## config.mk

```make
export PLATFORM = sky130hd
export DESIGN_NAME = mic_capture
export DESIGN_NICKNAME = d
export VERILOG_FILES = /design/src/rtl/mic_capture.sv
export SDC_FILE = /design/constraint.sdc
export NUM_CORES = 2
export LEC_CHECK = 0
export CAP_MARGIN = 20
export CORE_MARGIN = 1
export CORE_UTILIZATION = 30
export DETAILED_ROUTE_END_ITERATION = 7
export PLACE_DENSITY_LB_ADDON = 0.1
export SETUP_SLACK_MARGIN = 0.15
export SLEW_MARGIN = 20
export SYNTH_ARGS = -nofsm -noshare
export SYNTH_HDL_FRONTEND = slang
export SYNTH_SLANG_ARGS = --single-unit
export TNS_END_PERCENT = 50
```

## constraint.sdc

```tcl
create_clock -name Clk -period 5.9 [get_ports Clk]
set_clock_uncertainty 0.15 [all_clocks]
set_input_delay 1.18 -clock Clk [delete_from_list [all_inputs] [get_ports Clk]]
set_output_delay 1.18 -clock Clk [all_outputs]
set_load 0.05 [all_outputs]
```

## src/rtl/mic_capture.sv

```systemverilog
// Serial-ADC frame capture for the FFT front end: paces ADCS7476-style conversions
// off a free-running sample tick and fills a 2^N_LOG2-deep sample RAM.
// Optional build macro MIC_CAPTURE_SIGNED_EN stores samples as two's complement.
module mic_capture #(
  parameter int SCLK_DIV   = 4,
  parameter int SAMPLE_DIV = 2268,
  parameter int N_LOG2     = 8,
  parameter int DATA_W     = 12
) (
  input  logic              Clk,
  input  logic              Reset,
  input  logic              Arm,
  input  logic              Frame_ack,
  input  logic [N_LOG2-1:0] Rd_addr,
  output logic [DATA_W-1:0] Rd_data,
  output logic              Busy,
  output logic              Frame_ready,
  output logic              Adc_cs_n,
  output logic              Adc_sclk,
  input  logic              Adc_sdata
);

  localparam int TW    = $clog2(SAMPLE_DIV);
  localparam int DW    = $clog2(SCLK_DIV);
  localparam int DEPTH = 1 << N_LOG2;
  localparam logic [TW-1:0]     TICK_LAST = TW'(SAMPLE_DIV - 1);
  localparam logic [DW-1:0]     DIV_LAST  = DW'(SCLK_DIV - 1);
  localparam logic [4:0]        LEAD      = 5'(16 - DATA_W);
  localparam logic [N_LOG2-1:0] IDX_LAST  = '1;

  typedef enum logic [2:0] {IDLE, WAIT_TICK, CONVERT, STORE, DONE} state_t;

  state_t              state;
  logic [TW-1:0]       tick_cnt;
  logic                tick;
  logic [DW-1:0]       div_cnt;
  logic [4:0]          edge_cnt;
  logic [N_LOG2-1:0]   idx;
  logic [DATA_W-1:0]   shreg;
  logic [DATA_W-1:0]   sample;
  logic [DATA_W-1:0]   mem [DEPTH];

  // Free-running so sample spacing is independent of when Arm arrives.
  always_ff @(posedge Clk or negedge Reset) begin
    if (!Reset)                tick_cnt <= '0;
    else if (tick_cnt == TICK_LAST) tick_cnt <= '0;
    else                       tick_cnt <= tick_cnt + 1'b1;
  end
  assign tick = (tick_cnt == TICK_LAST);

  always_ff @(posedge Clk or negedge Reset) begin
    if (!Reset) begin
      state       <= IDLE;
      Busy        <= 1'b0;
      Frame_ready <= 1'b0;
      Adc_cs_n    <= 1'b1;
      Adc_sclk    <= 1'b1;
      div_cnt     <= '0;
      edge_cnt    <= '0;
      idx         <= '0;
      shreg       <= '0;
    end else begin
      case (state)
        IDLE: if (Arm) begin
          state <= WAIT_TICK;
          Busy  <= 1'b1;
          idx   <= '0;
        end
        WAIT_TICK: if (tick) begin
          state    <= CONVERT;
          Adc_cs_n <= 1'b0;
          Adc_sclk <= 1'b0;
          div_cnt  <= '0;
          edge_cnt <= '0;
        end
        CONVERT: begin
          if (div_cnt == DIV_LAST) begin
            div_cnt  <= '0;
            Adc_sclk <= ~Adc_sclk;
            if (!Adc_sclk) begin
              // Rising SCLK: leading zeros are counted but not shifted in.
              edge_cnt <= edge_cnt + 1'b1;
              if (edge_cnt >= LEAD) shreg <= {shreg[DATA_W-2:0], Adc_sdata};
            end else if (edge_cnt == 5'd16) begin
              Adc_cs_n <= 1'b1;
              Adc_sclk <= 1'b1;
              state    <= STORE;
            end
          end else begin
            div_cnt <= div_cnt + 1'b1;
          end
        end
        STORE: begin
          if (idx == IDX_LAST) begin
            state       <= DONE;
            Busy        <= 1'b0;
            Frame_ready <= 1'b1;
          end else begin
            idx   <= idx + 1'b1;
            state <= WAIT_TICK;
          end
        end
        DONE: begin
          if (Arm) begin
            state       <= WAIT_TICK;
            Frame_ready <= 1'b0;
            Busy        <= 1'b1;
            idx         <= '0;
          end else if (Frame_ack) begin
            state       <= IDLE;
            Frame_ready <= 1'b0;
          end
        end
        default: state <= IDLE;
      endcase
    end
  end

`ifdef MIC_CAPTURE_SIGNED_EN
  assign sample = shreg ^ {1'b1, {(DATA_W-1){1'b0}}};
`else
  assign sample = shreg;
`endif

  // RAM has no reset so it maps to block RAM; read-before-write on collisions.
  always_ff @(posedge Clk) begin
    if (state == STORE) mem[idx] <= sample;
  end

  always_ff @(posedge Clk or negedge Reset) begin
    if (!Reset) Rd_data <= '0;
    else        Rd_data <= mem[Rd_addr];
  end

endmodule
```

==> metrics.txt <==
detailed placer's ending HPWL=225 mm; DR iter-0 viols=5024; Horiz. Die Dim=638 µm; top cell type by total area after synthesis=edfxtp_1; Seq/Total Area, Yosys=0.772; WL per Instance=31.2 µm; CTS tree=yes; die span in y=638 µm; vias per inst=5.01; later-pin clock latency in the skew report=0.96 ns; Yosys reg bits=3130; layout cell share with drive strength beyond 1=0.257; area grow syn2layout=16.4%; pre-CTS setup slack=0.671 ns; WP data required=6.39 ns; Post-synth ARST share=0.0185; crit share post-route=0.742; vias in the first global route=61600; Ys Warns=0; clk slew on worst S/H paths=0.06 ns; Antenna Nets Post-Route=0; DR vias=59300; predominant post-synthesis flop cell=edfxtp_1; first-pass GRT wire length=514 mm; core area=0.403 mm²; Worst-Margin Slew=1.21 ns; power density cells=332 mW/mm²; Bufs on Longest Clock Path=4; GRT Total Usage=0.179; kind of critical path=flop to flop; final worst setup slack=1.52 ns; Initial Util=0.301; EDFF count, synth=3072; clock sinks=3130; nets=6179; worst hold path class=input pin to asynchronous set/reset pin; cts hold-fix bufs=0; delay-heaviest family, CP=simple AND/OR/NAND/NOR gates; Max-cap violations=0; die footprint=0.407 mm²; CP Max Fanout=15; GPL Wtd Cong=0.760; count leader, synth=edfxtp_1; Final Power=46.9 mW; post-synthesis cell area=0.121 mm²; RSZ-0062 raised after global routing=false; global route total overflow=0; I/O pin count=29; # resized after CTS=0; syn_nets=5715; Final Max Slew Viols=0; Buf/Inv on CP=2; Worst Path Arrival=4.87 ns; Final setup viols=0; average cell area after synthesis=21.3 µm²; CTS H-tree depth=5; Synth area leaders=edfxtp_1, mux4_2, mux2i_1, dfrtp_1, o221ai_1; clock buffer count from CTS=358; min Tclk post-route=4.38 ns; run status=complete, no violations; row count=233; Residual DRC=0; LEAKAGE=36.9 nW; Rel. slew slack=0.191; Port Buf Inserts=28; Synth top area share=0.760; TNS Setup=0 ns; initial antenna violation count=29; CP Cell Sequence=nor2b_1 > nand3_2 > buf_4 > nor2_1 > buf_4; Post-CTS Setup Inserts=0; Pre-Repair DR Iteration Count=5; largest net degree at the start of global routing=151; VDD IR max=226 µV; Max Fclk=0.228 GHz; Post-Syn Instances=5694; Crit-path slowest cell=nand3_2; Post-synth top cells=edfxtp_1, mux4_2, mux2i_1; Cell variety after synth=63; crit end category=flop; Final Hold Viols=0; most used cell, CP=buf_4; Root Driver=clkbuf_16; crit-path max cell delay=1.01 ns; CP startpoint kind=flop; Post-Route WL=370 mm
logic make-up (layout without fill, tap and decap cells):
kind of cell | count (synthesis) | after routing | synth area share
AOI/OAI and AO/OA | 550 | 550 | 0.0322
muxes | 1055 | 1055 | 0.153
DFF | 3130 | 3130 | 0.772
other | 0 | 2 | 0
and+or+nand+nor | 584 | 584 | 0.0220
buffers and inverters | 350 | 1100 | 0.0193
xor gates and xnor gates | 17 | 17 | 0.00123
adders and majority gates | 8 | 8 | 0.000824
layout by cell type, fill, tap and decap left out, types with 12 or more instances in the layout:
master / n
bufinv_16: 20
nor2_1: 257
nand3_1: 22
a22oi_1: 24
nand2_1: 55
nor2b_1: 14
o21ai_0: 27
buf_12: 44
dfrtp_1: 44
clkdlybuf4s50_1: 21
mux4_2: 637
a221oi_1: 17
a211oi_1: 40
clkinv_2: 39
mux2_2: 19
o22ai_1: 107
o31ai_1: 13
clkbuf_1: 99
clkbuf_16: 364
and3_1: 15
a21oi_1: 135
nor2_2: 43
mux2i_1: 399
a22o_1: 25
o221ai_1: 130
nor4_1: 16
clkinv_1: 87
nor3_1: 70
edfxtp_1: 3072
or3_1: 15
dfrtp_4: 12
buf_4: 372
cell type report:
type                       instances  area [µm²]
antenna                            2        5.00
clock buffer                     470        9580
tap                             5405        6760
sequential                      3130       93700
fill                           37700      262000
timing repair buffer             444        4000
multi-input combinational       2214       25700
clock inverter                   176        1520
inverter                          10        45.0
metrics by stage:
| stage | hold WS, ns | instances | util | area, µm² |
|---|---|---|---|---|
| global placement | 0.327 | 11200 | 0.323 | 130000 |
| floorplan | 0.305 | 5694 | - | 121000 |
| detailed placement | 0.340 | 11200 | 0.323 | 130000 |
| finish | 0.103 | 11900 | 0.351 | 141000 |
| CTS | 0.226 | 11800 | 0.351 | 141000 |
| global route | 0.110 | 11900 | 0.351 | 141000 |
routing by layer:
layer,part of all wire,vias to the layer above,GRT usage
met5,0,-,0
met4,0.025,0,0.0429
met3,0.043,406,0.0254
met2,0.47,1431,0.289
met1,0.46,32600,0.256
li1,-,25000,-
worst reg2reg max path: stages, from the launching register on:
cell	delay, ns
dfrtp_1	0.70
nor2b_1	0.77
nand3_2	1.01
buf_4	0.61
nor2_1	0.52
buf_4	0.32
power by group:
part / total (mW) / switching, mW / internal [mW]
clock: 21.3 / 9.02 / 12.3
sequential: 24.1 / 0.0542 / 24.1
combinational: 1.47 / 0.997 / 0.475
worst paths after layout:
check | from | end | slack [ns] | depth (start not counted)
hold / removal | Reset | tick_cnt[8] | 0.10 | 1
max in group asynchronous | Reset | sample[2] | 4.86 | 1
setup reg to reg | idx[2] | mem[196][11] | 1.52 | 5
min in group Clk | tick_cnt[0] | tick_cnt[0] | 0.34 | 1
setup / recovery | idx[2] | mem[196][11] | 1.52 | 5
hold reg to reg | tick_cnt[0] | tick_cnt[0] | 0.34 | 1
state kept, by name, summed over array words and instances, names as in the netlist:
name,count
tick_cnt,12
sample,12
Frame_ready,1
state,3
Adc_cs_n,1
Rd_data,12
idx,8
edge_cnt,5
Adc_sclk,1
Busy,1
mem,3072
div_cnt,2
No activity file was read; power rests on OpenSTA's default activity.
